--- config.mk ---
export PLATFORM = sky130hd
export DESIGN_NAME = change_dispenser_flat
export DESIGN_NICKNAME = d
export VERILOG_FILES = /design/src/rtl/change_dispenser_if.sv /design/src/rtl/change_dispenser.sv /design/src/flat_wrapper.sv
export SDC_FILE = /design/constraint.sdc
export NUM_CORES = 1
export LEC_CHECK = 0
export CAP_MARGIN = 15
export CORE_MARGIN = 2
export CORE_UTILIZATION = 50
export DETAILED_ROUTE_END_ITERATION = 16
export GPL_TIMING_DRIVEN = 0
export PLACE_DENSITY = 0.79
export SETUP_SLACK_MARGIN = 0.3
export SYNTH_ARGS = -nofsm -noshare
export SYNTH_HDL_FRONTEND = slang
export SYNTH_SLANG_ARGS = --single-unit
--- constraint.sdc ---
create_clock -name clk -period 4.4 [get_ports clk]
set_input_delay 0.66 -clock clk [delete_from_list [all_inputs] [get_ports clk]]
set_output_delay 0.66 -clock clk [all_outputs]
set_load 0.05 [all_outputs]
--- src/rtl/change_dispenser_if.sv ---
// change_dispenser_if: request, hopper handshake and coin-pulse bundle of change_dispenser
//   i_start        - payout request, sampled only when idle
//   i_amount       - payout amount in nickel units, latched on accepted start
//   i_hopper_ready - hopper can take a coin command this cycle
//   i_dime_empty   - dime tube empty, sampled at each coin selection
//   o_dime_out     - dime eject pulse
//   o_nickel_out   - nickel eject pulse
//   o_busy         - payout in progress (any state but idle)
//   o_done         - one-cycle completion pulse
//   o_dimes_paid   - dimes ejected in the current or last payout
//   o_nickels_paid - nickels ejected in the current or last payout
interface change_dispenser_if #(
    parameter int BAL_W = 5
);
    logic             i_start;
    logic [BAL_W-1:0] i_amount;
    logic             i_hopper_ready;
    logic             i_dime_empty;
    logic             o_dime_out;
    logic             o_nickel_out;
    logic             o_busy;
    logic             o_done;
    logic [3:0]       o_dimes_paid;
    logic [4:0]       o_nickels_paid;
    modport slave (
        input  i_start, i_amount, i_hopper_ready, i_dime_empty,
        output o_dime_out, o_nickel_out, o_busy, o_done, o_dimes_paid, o_nickels_paid
    );
    modport master (
        output i_start, i_amount, i_hopper_ready, i_dime_empty,
        input  o_dime_out, o_nickel_out, o_busy, o_done, o_dimes_paid, o_nickels_paid
    );
endinterface

--- src/rtl/change_dispenser.sv ---
// change_dispenser: pays a nickel-unit amount out as timed dime/nickel pulses to a coin hopper
//   clk - system clock
//   rst - synchronous active-low reset
//   bus - change_dispenser_if.slave: payout request, hopper handshake, coin pulses, status
module change_dispenser #(
    parameter int BAL_W        = 5,
    parameter int PULSE_CYCLES = 2,
    parameter int GAP_CYCLES   = 2
) (
    input logic               clk,
    input logic               rst,
    change_dispenser_if.slave bus
);
    localparam int CW = $clog2((PULSE_CYCLES > GAP_CYCLES ? PULSE_CYCLES : GAP_CYCLES) + 1);
    typedef enum logic [2:0] {IDLE, SELECT, PULSE, GAP, DONE} state_t;
    state_t           r_state;
    logic [BAL_W-1:0] r_rem;
    logic [CW-1:0]    r_cnt;
    logic             r_dime;
    logic             r_nickel;
    logic             r_busy;
    logic             r_done;
    logic [3:0]       r_dimes;
    logic [4:0]       r_nickels;
    logic             w_pick_dime;
    // Dimes first; a nickel covers an odd remainder or an empty dime tube
    assign w_pick_dime = (r_rem >= BAL_W'(2)) && !bus.i_dime_empty;
    always_ff @(posedge clk) begin
        if (!rst) begin
            r_state   <= IDLE;
            r_rem     <= '0;
            r_cnt     <= '0;
            r_dime    <= 1'b0;
            r_nickel  <= 1'b0;
            r_busy    <= 1'b0;
            r_done    <= 1'b0;
            r_dimes   <= '0;
            r_nickels <= '0;
        end else begin
            case (r_state)
                IDLE: if (bus.i_start) begin
                    r_rem     <= bus.i_amount;
                    r_dimes   <= '0;
                    r_nickels <= '0;
                    r_busy    <= 1'b1;
                    r_done    <= bus.i_amount == '0;
                    r_state   <= bus.i_amount == '0 ? DONE : SELECT;
                end
                SELECT: if (r_rem == '0) begin
                    r_done  <= 1'b1;
                    r_state <= DONE;
                end else if (bus.i_hopper_ready) begin
                    // Coin output is registered here so it rises together with PULSE
                    r_dime   <= w_pick_dime;
                    r_nickel <= !w_pick_dime;
                    r_rem    <= r_rem - (w_pick_dime ? BAL_W'(2) : BAL_W'(1));
                    if (w_pick_dime) r_dimes <= r_dimes + 4'd1;
                    else r_nickels <= r_nickels + 5'd1;
                    r_cnt    <= '0;
                    r_state  <= PULSE;
                end
                PULSE: if (r_cnt == CW'(PULSE_CYCLES - 1)) begin
                    r_dime   <= 1'b0;
                    r_nickel <= 1'b0;
                    r_cnt    <= '0;
                    r_state  <= GAP;
                end else begin
                    r_cnt <= r_cnt + 1'b1;
                end
                GAP: if (r_cnt == CW'(GAP_CYCLES - 1)) begin
                    r_cnt   <= '0;
                    r_state <= SELECT;
                end else begin
                    r_cnt <= r_cnt + 1'b1;
                end
                DONE: begin
                    r_done  <= 1'b0;
                    r_busy  <= 1'b0;
                    r_state <= IDLE;
                end
                default: r_state <= IDLE;
            endcase
        end
    end
    assign bus.o_dime_out     = r_dime;
    assign bus.o_nickel_out   = r_nickel;
    assign bus.o_busy         = r_busy;
    assign bus.o_done         = r_done;
    assign bus.o_dimes_paid   = r_dimes;
    assign bus.o_nickels_paid = r_nickels;
endmodule
--- src/flat_wrapper.sv ---
// flat-port wrapper written by rule: the top's interface ports become plain ports
module change_dispenser_flat 
#(
    parameter int BAL_W        = 5,
    parameter int PULSE_CYCLES = 2,
    parameter int GAP_CYCLES   = 2
)
  (clk, rst, bus_i_start, bus_i_amount, bus_i_hopper_ready, bus_i_dime_empty, bus_o_dime_out, bus_o_nickel_out, bus_o_busy, bus_o_done, bus_o_dimes_paid, bus_o_nickels_paid);
  change_dispenser_if #(.BAL_W(BAL_W)) bus_i ();
  input logic clk;
  input logic rst;
  input wire logic [$bits(bus_i.i_start)-1:0] bus_i_start;
  input wire logic [$bits(bus_i.i_amount)-1:0] bus_i_amount;
  input wire logic [$bits(bus_i.i_hopper_ready)-1:0] bus_i_hopper_ready;
  input wire logic [$bits(bus_i.i_dime_empty)-1:0] bus_i_dime_empty;
  output wire logic [$bits(bus_i.o_dime_out)-1:0] bus_o_dime_out;
  output wire logic [$bits(bus_i.o_nickel_out)-1:0] bus_o_nickel_out;
  output wire logic [$bits(bus_i.o_busy)-1:0] bus_o_busy;
  output wire logic [$bits(bus_i.o_done)-1:0] bus_o_done;
  output wire logic [$bits(bus_i.o_dimes_paid)-1:0] bus_o_dimes_paid;
  output wire logic [$bits(bus_i.o_nickels_paid)-1:0] bus_o_nickels_paid;
  assign bus_i.i_start = bus_i_start;
  assign bus_i.i_amount = bus_i_amount;
  assign bus_i.i_hopper_ready = bus_i_hopper_ready;
  assign bus_i.i_dime_empty = bus_i_dime_empty;
  assign bus_o_dime_out = bus_i.o_dime_out;
  assign bus_o_nickel_out = bus_i.o_nickel_out;
  assign bus_o_busy = bus_i.o_busy;
  assign bus_o_done = bus_i.o_done;
  assign bus_o_dimes_paid = bus_i.o_dimes_paid;
  assign bus_o_nickels_paid = bus_i.o_nickels_paid;
  change_dispenser #(.BAL_W(BAL_W), .PULSE_CYCLES(PULSE_CYCLES), .GAP_CYCLES(GAP_CYCLES)) u_core (.clk(clk), .rst(rst), .bus(bus_i));
endmodule
# Word level (Yosys, flattened, before mapping)
# Index checks and enable logic that the tools add are counted.
# Widths: inputs -> output; s select.
dict set report classes {
  n_addsub 4
  magnitude_cmp 1
  n_eq_ne 14
  n_mux 38
  reduce_logical 20
}
# cell count
set ops {}
lappend ops {{$mux 5} 7}
lappend ops {{$pmux 5 s2} 2}
lappend ops {{$mux 3} 6}
lappend ops {{$mux 4} 4}
lappend ops {{$pmux 3 s4} 1}
lappend ops {{$reduce_and 4->1} 3}
lappend ops {{$logic_not 5->1} 2}
lappend ops {{$reduce_and 5->1} 2}
lappend ops {{$mux 1} 8}
lappend ops {{$mux 2} 4}
lappend ops {{$ne 2x1->1 const B} 4}
lappend ops {{$ne 2x2->1 const B} 4}
lappend ops {{$pmux 4 s2} 1}
lappend ops {{$reduce_bool 2->1} 4}
lappend ops {{$eq 3x2->1 const B} 2}
lappend ops {{$pmux 1 s2} 3}
lappend ops {{$reduce_and 3->1} 2}
lappend ops {{$add 5x1->5 const B} 1}
lappend ops {{$ge 5x2->1 const B} 1}
lappend ops {{$sub 5x5->5} 1}
lappend ops {{$add 4x1->4 const B} 1}
lappend ops {{$pmux 2 s2} 1}
lappend ops {{$eq 3x1->1 const B} 1}
lappend ops {{$eq 3x3->1 const B} 1}
lappend ops {{10 further kinds} 11}
dict set report word_totals {
  regBits 23
  inputBits 10
  output_inout_bits 13
  wordCells 86
}

# Logic depth before layout (Yosys ltp)
# Gate-level depths: netlist of the first run.
dict set report depth {
  ltp_word 7
  mapped_depth 9
  ltp_nobuf 8
}

# Worst setup path after synthesis of the first run
# Ideal clock, no wire load.
dict set report synth_timing {
  path_type {input -> register}
  startpoint {input bus_i_dime_empty}
  endpoint {register u_core.r_rem[4]}
  setup_time_ns 0.122
  arrival_time_ns 1.909
  required_ns 4.278
  slack_ns 2.369
  cell_stages 8
  path_buffers 1
  cell_sequence {nor2_2 > buf_6 > inv_1 > ha_1 > fa_1 > nand4b_1 > a221o_1 > o21ai_0}
}
dict set report synth_between {
  elab_chain_cells 7
}
# element line
set synth_lines {}
lappend synth_lines {{start: declaration} flat_wrapper.sv:15} ;# input wire logic [$bits(bus_i.i_dime_empty)-1:0] bus_i_dime_empty;
lappend synth_lines {{$logic_not 1->1} change_dispenser.sv:27} ;# assign w_pick_dime = (r_rem >= BAL_W'(2)) && !bus.i_dime_empty;
lappend synth_lines {{$logic_and 1x1->1} change_dispenser.sv:27}
lappend synth_lines {{$mux 2} change_dispenser.sv:56} ;# r_rem <= r_rem - (w_pick_dime ? BAL_W'(2) : BAL_W'(1));
lappend synth_lines {{$sub 5x5->5} change_dispenser.sv:56}
lappend synth_lines {{$mux 5} change_dispenser.sv:52} ;# end else if (bus.i_hopper_ready) begin
lappend synth_lines {{$mux 5} change_dispenser.sv:49} ;# SELECT: if (r_rem == '0) begin
lappend synth_lines {{$pmux 5 s2} change_dispenser.sv:40} ;# case (r_state)
lappend synth_lines {{end signal: assignment} change_dispenser.sv:42} ;# r_rem <= bus.i_amount;
lappend synth_lines {{end signal: assignment} change_dispenser.sv:56}
lappend synth_lines {{end: declaration} change_dispenser.sv:17} ;# logic [BAL_W-1:0] r_rem;
# No other way between the ends. The select of a mux whose other input is x is not followed.
# A chain may end at the register's enable or synchronous reset.

# Worst setup path in the final report of the first run
# Same ends and word-level chain as after synthesis.

==> results of run 1 <==
[cells in the final DEF (no fill, tap or decap), types with 6 or more instances in the layout]
cell             synthesis  routed
clkbuf_1                 5       6
a21oi_1                 20      20
o21ai_0                  8       8
nor2_1                  12      12
nand3_1                  7       7
clkdlybuf4s50_1          0      22
inv_1                    6       6
dfxtp_1                 23      23
nand2_1                 14      14
[per-stage QoR]
stage	setup WS [ps]	util, %	power [mW]
6_report	2000	64.8	0.760
5_1_grt	1840	64.8	0.812
3_3_place_gp	1750	63.7	0.649
4_1_cts	2010	64.8	0.754
3_5_place_dp	1680	63.7	0.659
2_1_floorplan	2370	-	0.560
[worst paths after layout]
check,start,endpoint,cells after the start
worst max-delay path,bus_i_dime_empty,u_core.r_rem[4],9
worst max register to register,u_core.r_rem[1],u_core.r_rem[1],9
worst min-delay path,u_core.r_rem[0],u_core.r_rem[0],2
worst min register to register,u_core.r_rem[0],u_core.r_rem[0],2
[cell families after synthesis]
logic type	after synthesis	synth area share, %
simple gates	62	27.3
flops	23	34.5
xor+xnor	2	1.31
mux	3	2.44
compound gates	51	24.2
fa+ha+maj	5	5.25
buf+inv	15	5.06
[power by group through the flow]
| stage | logic, mW | registers (mW) | clock network, mW |
|---|---|---|---|
| 5_1_grt | 0.428 | 0.277 | 0.107 |
| 3_3_place_gp | 0.375 | 0.274 | 0 |
| 3_5_place_dp | 0.383 | 0.276 | 0 |
| 4_1_cts | 0.384 | 0.271 | 0.0985 |
| 2_1_floorplan | 0.262 | 0.298 | 0 |
| 6_report | 0.388 | 0.272 | 0.0997 |
[critical path, stage by stage]
cell and delay, ps:
clkdlybuf4s50_1 480, nor2_2 200, buf_6 160, inv_1 60, ha_1 220, fa_1 470
nand4b_1 130, a221o_1 150, o21ai_0 70
[cell type report]
cell class	instances	area (um2)	share of cell area [%]
Buffer	9	45.0	2.78
Inverter	6	22.5	1.39
Clock buffer	4	26.3	1.62
Sequential cell	23	460	28.4
Multi-Input combinational cell	123	807	49.8
Tap cell	30	37.5	2.32
Timing Repair Buffer	22	220	13.6
[sequential cells by signal, summed over array words and instances (netlist names)]
register / cells
u_core.bus.o_nickel_out: 1
u_core.bus.o_nickels_paid: 5
u_core.bus.o_dime_out: 1
u_core.r_cnt: 2
u_core.bus.o_dimes_paid: 4
u_core.bus.o_done: 1
u_core.bus.o_busy: 1
u_core.r_state: 3
u_core.r_rem: 5
[routing by layer]
layer / vias to the layer above / track usage, % / share of wire, %
li1: 657 / - / -
met1: 666 / 30.2 / 47
met4: 0 / 5.92 / 0.56
met2: 43 / 36.7 / 46
met3: 2 / 3.95 / 5.9
met5: - / 0 / 0
==> flow_summary.json, run 1 <==
{
  "maxCapViolations": 0,
  "synth-edff-count": 0,
  "synth_most_common_cell": "dfxtp_1",
  "postSynthAreaPerCell_um2": 8.29,
  "power.switching_uw": 327,
  "cp_max_fo": 10,
  "place_hpwl_mm": 2.47,
  "initial_core_util_pct": 53.4,
  "num_io_pins": 23,
  "stdcell_count": 217,
  "synth_top_area_share_pct": 34.5,
  "period_share_pct": 54.5,
  "clock_power_share_pct": 13.1,
  "antenna_found_initial": 0,
  "die_w_um": 55.7,
  "htreeDepth": 1,
  "post_drt_wl_per_cell_um": 15.7,
  "synthArstFlopShare_pct": 0,
  "yosys-top-cells-count": "dfxtp_1 (23), a21oi_1 (20), nand2_1 (14)",
  "viasPerCell": 6.30,
  "status": "completed",
  "grt_max_degree": 13,
  "ys_seq_area_share_pct": 34.5,
  "first_global_vias": 1261,
  "p_leak_nw": 0.553,
  "synth_area_um2": 1340,
  "fin_skew_ps": 5.67,
  "cts_setup_buffers": 0,
  "clk_pin_slew_ps": 130,
  "cts_tree": "built",
  "start_kind": "primary input",
  "endpoint_kind": "register",
  "worstPathRequired_ps": 4610,
  "fin_crit_ps": 2400,
  "vias": 1368,
  "core_um2": 2500,
  "area_growth_pct": 21.3,
  "portBuffers": 22,
  "setup_viol": 0,
  "ys_ff_latch": 23,
  "p_per_area_nw_per_um2": 470,
  "postCtsResizedCells": 0,
  "root_buffer": "clkbuf_4",
  "die_area_um2": 3100,
  "place_area_um2": 1590,
  "max_freq_ghz": 0.417,
  "internal-power_uw": 433,
  "syn_inst": 161,
  "drc": 0,
  "pwr-share-seq_pct": 35.8,
  "synth_cell_types": 52,
  "firstDrtPassIters": 4,
  "reg2reg_slack_ps": 2050,
  "setup_tns_ps": 0,
  "cts-buffers-inserted": 3,
  "dp.cells": 213,
  "syn_nets": 176,
  "grt_usage_pct": 22.3,
  "finalInstanceArea_um2": 1620,
  "combPwrFrac_pct": 51.1,
  "die_y_um": 55.7,
  "rsz0062_at_grt": "no",
  "synthFlopType": "dfxtp_1",
  "drt_iter0_markers": 38,
  "slew_headroom_pct": 57.1,
  "routed_wl_mm": 3.40,
  "cts_sinks": 23,
  "grt-ovfl-total": 0,
  "hold_viol": 0,
  "antenna_cells": 0,
  "worst_pin_slew_ps": 634,
  "synth_warnings": 0,
  "timing.hold.ws_ps": 476,
  "insertion_delay_ps": 310,
  "maxSlewViolCount": 0,
  "clk_path_buf_depth": 2,
  "layout.nets": 203,
  "peakVddDrop_mv": 0.324,
  "arrival_ps": 2610,
  "antenna_left": 0,
  "synth_largest_area_cell": "dfxtp_1",
  "fill_cells": 230,
  "ys_top_cells_by_area": "dfxtp_1 (34%), a21oi_1 (7.5%), nand2_1 (3.9%), ha_1 (3.7%), nor2_1 (3.4%)",
  "grt_pass1_wl_mm": 5.71,
  "worstSetupPathType": "primary input to register",
  "drive_gt1_share_pct": 11.2,
  "rows": 18,
  "place_congestion": 0.924,
  "hold_buffers": 0,
  "hp-class": "register to register",
  "swShare_pct": 43.1
}
(Power assumes the default switching activity.)
==> run 2, diff against run 1 <==
--- a/config.mk
+++ b/config.mk
@@ -7,10 +7,10 @@
 export LEC_CHECK = 0
 export CAP_MARGIN = 15
 export CORE_MARGIN = 2
-export CORE_UTILIZATION = 50
+export CORE_UTILIZATION = 47
 export DETAILED_ROUTE_END_ITERATION = 16
 export GPL_TIMING_DRIVEN = 0
-export PLACE_DENSITY = 0.79
+export PLACE_DENSITY = 0.78
 export SETUP_SLACK_MARGIN = 0.3
 export SYNTH_ARGS = -nofsm -noshare
 export SYNTH_HDL_FRONTEND = slang
==> constraint.sdc (replaced) <==
create_clock -name clk -period 1.99 [get_ports clk]
set_input_delay 0.2985 -clock clk [delete_from_list [all_inputs] [get_ports clk]]
set_output_delay 0.2985 -clock clk [all_outputs]
set_load 0.05 [all_outputs]
==> flow_summary.json, run 2 (synthesis results as in run 1) <==
{
  "clk_path_buf_depth": 2,
  "drt_iter0_markers": 60,
  "core_um2": 2730,
  "finalInstanceArea_um2": 1760,
  "layout_commonest_cell": "a21oi_1",
  "grt_usage_pct": 23.8,
  "drc": 0,
  "area_growth_pct": 32.1,
  "grt-ovfl-total": 0,
  "slew_headroom_pct": 65.7,
  "place_congestion": 0.870,
  "hold_viol": 0,
  "maxSlewViolCount": 0,
  "setup_viol": 0,
  "grt_max_degree": 13,
  "hp-class": "register to register",
  "routed_wl_mm": 3.72,
  "layout.nets": 212,
  "place_hpwl_mm": 2.53,
  "p_total_mw": 1.97,
  "vias": 1394,
  "antenna_found_initial": 0,
  "portBuffers": 22,
  "fin_skew_ps": 7.51,
  "p_leak_nw": 0.680,
  "worstPathRequired_ps": 2240,
  "htreeDepth": 1,
  "cts_sinks": 23,
  "die_area_um2": 3280,
  "status": "completed",
  "initial_core_util_pct": 48.8,
  "die_w_um": 57.3,
  "place_area_um2": 1610,
  "maxCapViolations": 0,
  "die_y_um": 57.3,
  "first_global_vias": 1355,
  "p_per_area_nw_per_um2": 1120,
  "root_buffer": "clkbuf_4",
  "peakVddDrop_mv": 0.903,
  "viasPerCell": 6.14,
  "antenna_cells": 0,
  "finalWorstSetupSlack_ps": 48.4,
  "rsz0062_at_grt": "yes",
  "worstSetupPathType": "register to register",
  "pre_cts_ws_ps": -278,
  "fin_crit_ps": 1940,
  "start_kind": "register",
  "drive_gt1_share_pct": 24.5,
  "endpoint_kind": "register",
  "firstDrtPassIters": 4,
  "grt_pass1_wl_mm": 6.10,
  "post_drt_wl_per_cell_um": 16.4,
  "rows": 19,
  "mostFrequentLayoutCells": "a21oi_1 (19), dfxtp_1 (17), dlygate4sd2_1 (14), nand2_1 (13), nor2_1 (12)",
  "clk_pin_slew_ps": 120,
  "worst_pin_slew_ps": 515,
  "antenna_left": 0,
  "arrival_ps": 2190,
  "insertion_delay_ps": 320,
  "num_io_pins": 23,
  "cts_tree": "built",
  "cts-buffers-inserted": 3,
  "period_share_pct": 97.6,
  "max_freq_ghz": 0.515,
  "cp_max_fo": 3
}
## run 2: final timing paths
check / start / to / slack, ps / cells after the start
max reg2reg: u_core.r_rem[1] / u_core.r_rem[1] / 50 / 9
min reg2reg: u_core.r_cnt[1] / u_core.r_cnt[1] / 490 / 2
min: u_core.r_cnt[1] / u_core.r_cnt[1] / 490 / 2
max: u_core.r_rem[1] / u_core.r_rem[1] / 50 / 9
## run 2: timing repair
action | CTS | global route
buffers inserted | 5 | 4
gates resized for setup | 22 | 18
pin swaps | 4 | 4
hold buffers | 0 | 0
setup endpoints to repair | 28 | 19
## run 2: where the power goes
group	total [mW]	leakage, nW	internal, mW	switching [mW]
clock network	0.227	0.0150	0.0786	0.149
logic	1.13	0.475	0.520	0.609
registers	0.611	0.190	0.537	0.0732
total	1.97	0.680	1.14	0.831
## run 2: layout make-up
type                    instances  area [um2]
fillers                       228         971
multi-input cells             123         867
flip-flops and latches         23         473
repair buffers                 31         274
plain buffers                   9        58.8
well taps                      31        38.8
clock buffers                   4        26.3
inverters                       6        25.0
## run 2: per-layer routing
| layer | share of wire, % | wire (um) | global-route usage [%] |
|---|---|---|---|
| met5 | 0 | 0 | 0 |
| met4 | 1.4 | 53 | 9.30 |
| met3 | 7.4 | 275 | 5.90 |
| met2 | 49 | 1840 | 40.4 |
| met1 | 42 | 1560 | 29.0 |
## run 2: per-stage QoR
step | cells | hold WS, ps | utilization (%) | TNS, ps
3_3_place_gp | 214 | 454 | 59.0 | -1540
3_5_place_dp | 214 | 466 | 59.0 | -2230
5_1_grt | 227 | 527 | 64.5 | -105
2_1_floorplan | 161 | 433 | - | 0
4_1_cts | 223 | 487 | 61.6 | 0
6_report | 227 | 493 | 64.5 | 0
## run 2: critical path, cell delays in order, from the launching register on
cell      delay, ps
dfxtp_4         390
nor4_4          310
nor2_2          100
buf_6           140
inv_4            60
ha_4            130
fa_2            450
nand2_2          80
o221ai_2         80
a21oi_1         130
